### src/rtl/button_mode_arbiter_pkg.sv
// Shared encodings for the button arbiter: FSM states, request indices, mode width.
// Also a one-hot helper reused by the picker and any neighbouring four-button logic.
package button_pkg;

  typedef enum logic [1:0] {
    ST_IDLE  = 2'd0,
    ST_GRANT = 2'd1,
    ST_HOLD  = 2'd2
  } fsm_e;

  localparam int BTN_C4  = 0;
  localparam int BTN_E4  = 1;
  localparam int BTN_AB4 = 2;
  localparam int BTN_C5  = 3;

  localparam int MODE_W  = 2;
  localparam int N_BTN   = 4;

  function automatic logic [N_BTN-1:0] idx_to_onehot(input logic [MODE_W-1:0] idx);
    logic [N_BTN-1:0] oh;
    oh = '0;
    oh[idx] = 1'b1;
    return oh;
  endfunction

endpackage

### src/rtl/button_mode_arbiter_if.sv
// Bundle between the debouncers, the arbiter and the mode consumers.
// Levels in (req); registered mode/grant/status out, plus the FSM state for observation.
interface button_mode_arbiter_if;
  import button_pkg::*;

  logic [N_BTN-1:0]  req;
  logic [MODE_W-1:0] state;
  logic [N_BTN-1:0]  grant;
  logic              mode_valid;
  logic              hold_busy;
  logic [N_BTN-1:0]  pending;
  fsm_e              fsm;

  // The arbiter side consumes button levels and drives everything else.
  modport master (
    input  req,
    output state, grant, mode_valid, hold_busy, pending, fsm
  );

  modport slave (
    output req,
    input  state, grant, mode_valid, hold_busy, pending, fsm
  );

endinterface

### src/rtl/button_mode_arbiter_rr_pick4.sv
// Combinational round-robin picker over four request bits.
// Search starts at last_grant+1 and wraps, so the most recently served bit ranks lowest.
module rr_pick4
  import button_pkg::*;
(
  input  logic [N_BTN-1:0]  pending,
  input  logic [MODE_W-1:0] last_grant,
  output logic [MODE_W-1:0] winner,
  output logic [N_BTN-1:0]  winner_oh,
  output logic              any
);

  always_comb begin
    logic [MODE_W-1:0] idx;
    winner    = '0;
    winner_oh = '0;
    any       = 1'b0;
    idx       = '0;
    for (int i = 0; i < N_BTN; i++) begin
      idx = last_grant + MODE_W'(i + 1);
      if (!any && pending[idx]) begin
        any       = 1'b1;
        winner    = idx;
        winner_oh = idx_to_onehot(idx);
      end
    end
  end

endmodule

### src/rtl/button_mode_arbiter.sv
// Turns debounced button levels into queued one-shot requests and grants them one
// at a time, round-robin, holding each granted mode for at least HOLD_CYCLES cycles.
module button_mode_arbiter
  import button_pkg::*;
#(
  parameter int HOLD_CYCLES = 50_000_000,
  parameter int CNT_W       = 26
) (
  input  logic                 clk_50MHz,
  input  logic                 rst,
  button_mode_arbiter_if.master bus
);

  fsm_e              cur_st;
  fsm_e              nxt_st;
  logic [N_BTN-1:0]  req_q;
  logic [N_BTN-1:0]  rise;
  logic [N_BTN-1:0]  pending_r;
  logic [N_BTN-1:0]  clr;
  logic [CNT_W-1:0]  counter;
  logic [MODE_W-1:0] last_grant;
  logic [MODE_W-1:0] state_r;
  logic [N_BTN-1:0]  grant_r;
  logic              mode_valid_r;
  logic              hold_busy_r;

  logic [MODE_W-1:0] winner;
  logic [N_BTN-1:0]  winner_oh;
  logic              any;

  assign rise = bus.req & ~req_q;

  rr_pick4 u_pick (
    .pending    (pending_r),
    .last_grant (last_grant),
    .winner     (winner),
    .winner_oh  (winner_oh),
    .any        (any)
  );

  always_ff @(posedge clk_50MHz) begin
    if (rst) cur_st <= ST_IDLE;
    else     cur_st <= nxt_st;
  end

  // GRANT only ever lasts one cycle; clr is the bit it retires from the queue.
  always_comb begin
    nxt_st = cur_st;
    clr    = '0;
    unique case (cur_st)
      ST_IDLE: begin
        if (|pending_r) nxt_st = ST_GRANT;
      end
      ST_GRANT: begin
        if (any) begin
          clr    = winner_oh;
          nxt_st = ST_HOLD;
        end else begin
          nxt_st = ST_IDLE;
        end
      end
      ST_HOLD: begin
        if (counter == '0) nxt_st = ST_IDLE;
      end
      default: nxt_st = ST_IDLE;
    endcase
  end

  // req_q tracks req even in reset so a button held through reset never fires.
  always_ff @(posedge clk_50MHz) begin
    if (rst) begin
      req_q        <= bus.req;
      pending_r    <= '0;
      state_r      <= '0;
      grant_r      <= '0;
      mode_valid_r <= 1'b0;
      hold_busy_r  <= 1'b0;
      counter      <= '0;
      last_grant   <= MODE_W'(BTN_C5);
    end else begin
      req_q     <= bus.req;
      pending_r <= (pending_r & ~clr) | rise;
      grant_r   <= '0;
      unique case (cur_st)
        ST_GRANT: begin
          if (any) begin
            state_r      <= winner;
            grant_r      <= winner_oh;
            mode_valid_r <= 1'b1;
            last_grant   <= winner;
            counter      <= CNT_W'(HOLD_CYCLES - 1);
            hold_busy_r  <= 1'b1;
          end
        end
        ST_HOLD: begin
          if (counter == '0) hold_busy_r <= 1'b0;
          else               counter     <= counter - CNT_W'(1);
        end
        default: ;
      endcase
    end
  end

  assign bus.state      = state_r;
  assign bus.grant      = grant_r;
  assign bus.mode_valid = mode_valid_r;
  assign bus.hold_busy  = hold_busy_r;
  assign bus.pending    = pending_r;
  assign bus.fsm        = cur_st;

endmodule

### src/flat_wrapper.sv
// flat-port wrapper written by rule: the top's interface ports become plain ports
module button_mode_arbiter_flat import button_pkg::*;
#(
  parameter int HOLD_CYCLES = 50_000_000,
  parameter int CNT_W       = 26
)
  (clk_50MHz, rst, bus_req, bus_state, bus_grant, bus_mode_valid, bus_hold_busy, bus_pending, bus_fsm);
  button_mode_arbiter_if bus_i ();
  input  logic clk_50MHz;
  input  logic rst;
  input wire logic [$bits(bus_i.req)-1:0] bus_req;
  output wire logic [$bits(bus_i.state)-1:0] bus_state;
  output wire logic [$bits(bus_i.grant)-1:0] bus_grant;
  output wire logic [$bits(bus_i.mode_valid)-1:0] bus_mode_valid;
  output wire logic [$bits(bus_i.hold_busy)-1:0] bus_hold_busy;
  output wire logic [$bits(bus_i.pending)-1:0] bus_pending;
  output wire logic [$bits(bus_i.fsm)-1:0] bus_fsm;
  assign bus_i.req = bus_req;
  assign bus_state = bus_i.state;
  assign bus_grant = bus_i.grant;
  assign bus_mode_valid = bus_i.mode_valid;
  assign bus_hold_busy = bus_i.hold_busy;
  assign bus_pending = bus_i.pending;
  assign bus_fsm = bus_i.fsm;
  button_mode_arbiter #(.HOLD_CYCLES(HOLD_CYCLES), .CNT_W(CNT_W)) u_core (.clk_50MHz(clk_50MHz), .rst(rst), .bus(bus_i));
endmodule
### config.mk
export PLATFORM = sky130hd
export DESIGN_NAME = button_mode_arbiter_flat
export DESIGN_NICKNAME = d
export VERILOG_FILES = /design/src/rtl/button_mode_arbiter_pkg.sv /design/src/rtl/button_mode_arbiter_if.sv /design/src/rtl/button_mode_arbiter_rr_pick4.sv /design/src/rtl/button_mode_arbiter.sv /design/src/flat_wrapper.sv
export SDC_FILE = /design/constraint.sdc
export NUM_CORES = 1
export LEC_CHECK = 0
export CORE_ASPECT_RATIO = 0.5
export CORE_MARGIN = 4
export CORE_UTILIZATION = 50
export CTS_CLUSTER_DIAMETER = 200
export DETAILED_ROUTE_END_ITERATION = 16
export GPL_ROUTABILITY_DRIVEN = 0
export PLACE_DENSITY = 0.72
export SLEW_MARGIN = 20
export SYNTH_ARGS = -nofsm -noshare
export SYNTH_HDL_FRONTEND = slang
export SYNTH_SLANG_ARGS = --single-unit
### constraint.sdc
create_clock -name clk_50MHz -period 3.8 [get_ports clk_50MHz]
set_input_delay 0.57 -clock clk_50MHz [delete_from_list [all_inputs] [get_ports clk_50MHz]]
set_output_delay 0.57 -clock clk_50MHz [all_outputs]
set_load 0.01 [all_outputs]
==> flow_metrics.tcl <==
set metrics [dict create \
    cts-buffers-inserted 5 \
    muxShareOfSynthArea_pct 4.39 \
    routed_wl_mm 6.67 \
    layout.nets 336 \
    power_density_mw_per_mm2 986 \
    routedWlPerCell_um 17.1 \
    worstHoldPathType "flop to flop" \
    synth_area_per_cell_um2 8.87 \
    grt_pass1_vias 2458 \
    die_h_um 60.6 \
    critical_path_class "flop to flop" \
    critPathLaunchType "flop" \
    grt_max_degree 28 \
    cts_resized 0 \
    syn_nets 330 \
    clockBufferDepth 2 \
    timing.hold.ws_ns 0.454 \
    antenna_found_initial 0 \
    crit_arrival_ns 3.38 \
    min_period_ns 3.18 \
    synth_top_family_by_area "simple AND/OR/NAND/NOR gates" \
    fin_cells 389 \
    finalClockSkew_ns 0.00564 \
    cts_hold_buf 0 \
    core_area_mm2 0.00513 \
    synthAdderAreaFrac_pct 5.42 \
    die_area_mm2 0.00686 \
    start_util_pct 53.9 \
    portBuffers 19 \
    cts_root_buf "clkbuf_8" \
    grt.total_usage_pct 20.6 \
    post_cts_buffers 0 \
    dp.cells 381 \
    cts.sink_count 46 \
    max-cap-violations 0 \
    ir_worst_vdd_mv 0.432 \
    ys.flop_type "dfxtp_1" \
    cts_tree "done" \
    setup_violations 0 \
    worst_skew_pair.late_latency_ns 0.30 \
    num_antenna_cells 0 \
    required_ns 4.00 \
    num_io_pins 20 \
    cts.reportedPaths.clkPinSlew_ns 0.09 \
    async_reset_ff_share_pct 0 \
    synth-compound-area-share_pct 24.9 \
    yosysWarnings 0 \
    ys_ff_latch 46 \
    rsz0062_at_grt "no" \
    drt_iter0_drc 239 \
    die_x_um 113 \
    place_ws_ns 0.696 \
    cp_max_fo 17 \
    synth-xor-area-share_pct 0.316 \
    seq_area_frac_synth_pct 33.3 \
    hpwl_mm 4.57 \
    maxSlewViolCount 0 \
    grt_pass1_wl_mm 11.5 \
    synth_simple_gate_area_share_pct 25.5 \
    core.rowCount 18 \
    htreeDepth 2 \
    drive_above_1_share_pct 9.72 \
    drt-vias-per-instance 6.60 \
    num_vias 2567 \
    fmax_mhz 315 \
    finalHoldViolCount 0 \
    period_share_pct 83.6 \
    fillers 432 \
    drt.antenna.violating_nets 0 \
    leakage_uw 0.00106 \
    ys_types 60 \
    syn_inst 312 \
    grt_overflow_total 0 \
    area_growth_pct 10.3 \
    layout_setup_ws_ns 0.622 \
    firstDrtPassIters 5 \
    post-route-util_pct 59.5 \
    synth_edf_count 0 \
    slew_headroom_pct 23.7 \
    syn_area_mm2 0.00277 \
    fin_tns_setup_ns 0 \
    status "finished clean" \
    crit_path_end_kind "flop" \
    tightest_slew_ns 1.13 \
    drcViolationCount 0 \
]
report_power, final:
part / switching [uW] / total, uW / internal, uW
Clock: 178 / 374 / 196
Combinational: 1050 / 1780 / 730
Sequential: 214 / 859 / 645
Total: 1440 / 3010 / 1570
synthesized netlist by cell type (8+ instances only):
cell type | count | area share, %
a21oi_1 | 23 | 4.2
a31oi_1 | 14 | 3.2
clkbuf_1 | 13 | 1.8
dfxtp_1 | 46 | 33
ha_1 | 12 | 5.4
inv_1 | 11 | 1.5
nand2_1 | 18 | 2.4
nand3_1 | 8 | 1.4
nor2_1 | 19 | 2.6
o21ai_0 | 9 | 1.6
o31ai_1 | 9 | 2.4
or4_1 | 11 | 3.0
path summary, 6_finish.rpt:
kind	start	end	slack, ns	cells past startpoint
min	u_core.bus.mode_valid$_SDFFE_PP0P_	u_core.bus.mode_valid$_SDFFE_PP0P_	0.45	2
max reg2reg	u_core.last_grant[1]$_SDFFE_PP1P_	u_core.counter[2]$_SDFFE_PP0P_	0.62	7
max	u_core.last_grant[1]$_SDFFE_PP1P_	u_core.counter[2]$_SDFFE_PP0P_	0.62	7
min reg2reg	u_core.bus.mode_valid$_SDFFE_PP0P_	u_core.bus.mode_valid$_SDFFE_PP0P_	0.45	2
critical path, stage by stage, from the launching register on:
cell and delay (ns):
dfxtp_1 0.50, inv_1 0.20, ha_1 0.45, mux4_2 0.51, nor4_4 0.52, a21o_1 0.47, nor2_1 0.12, a2111oi_2 0.29
logic make-up (layout without fill, tap and decap cells):
| kind of cell | Yosys count | in the layout |
|---|---|---|
| AND/OR/NAND/NOR | 115 | 115 |
| buffers and inverters | 34 | 41 |
| adder cells (fa/ha/maj) | 12 | 12 |
| flip-flops | 46 | 46 |
| XOR/XNOR | 1 | 1 |
| AO/OA/AOI/OAI | 97 | 97 |
| multiplexers | 7 | 7 |
layout by cell type (no fill, tap or decap), types with 5 or more instances in the layout:
cell type,count
nand3_1,8
a221oi_1,5
a311oi_1,5
a21oi_1,23
dfxtp_1,46
or4_1,11
clkdlybuf4s50_1,19
nor2_1,19
nand4_1,5
nand2_1,18
nor4_1,5
o31ai_1,9
nor3_1,6
clkbuf_8,5
nor3b_1,5
a31oi_1,14
inv_1,11
nor2b_1,7
o21ai_0,9
ha_1,12
or3_1,7
flip-flops by register name, summed over array words and instances, names as in the netlist:
name / cells
u_core.counter: 26
u_core.bus.grant: 4
u_core.bus.pending: 4
u_core.req_q: 4
u_core.bus.fsm: 2
u_core.bus.state: 2
u_core.last_grant: 2
u_core.bus.hold_busy: 1
u_core.bus.mode_valid: 1
area by class of cell:
class	instances	area, um^2	share of cell area (%)
clock buffer	5	68.8	2.25
clock inverter	3	45.0	1.48
multi-input combinational	232	1680	54.9
inverter	11	41.3	1.35
tap	70	87.6	2.87
timing repair buffer	22	213	6.97
sequential	46	921	30.2
metal layers:
layer / share of wire (%) / wire length, um / track usage, % / up-vias
met5: 0 / 0 / 0 / -
met4: 1.2 / 77 / 7.88 / 0
met3: 5.7 / 377 / 4.38 / 11
met2: 47 / 3130 / 36.5 / 102
met1: 46 / 3080 / 25.3 / 1238
li1: - / - / - / 1216
stage by stage:
stage	power (uW)	cell area (um^2)
detailed placement	2590	2940
floorplan	2230	2770
global route	3260	3050
finish	3010	3050
CTS	2990	3050
global placement	2540	2940
(Power assumes the default switching activity.)
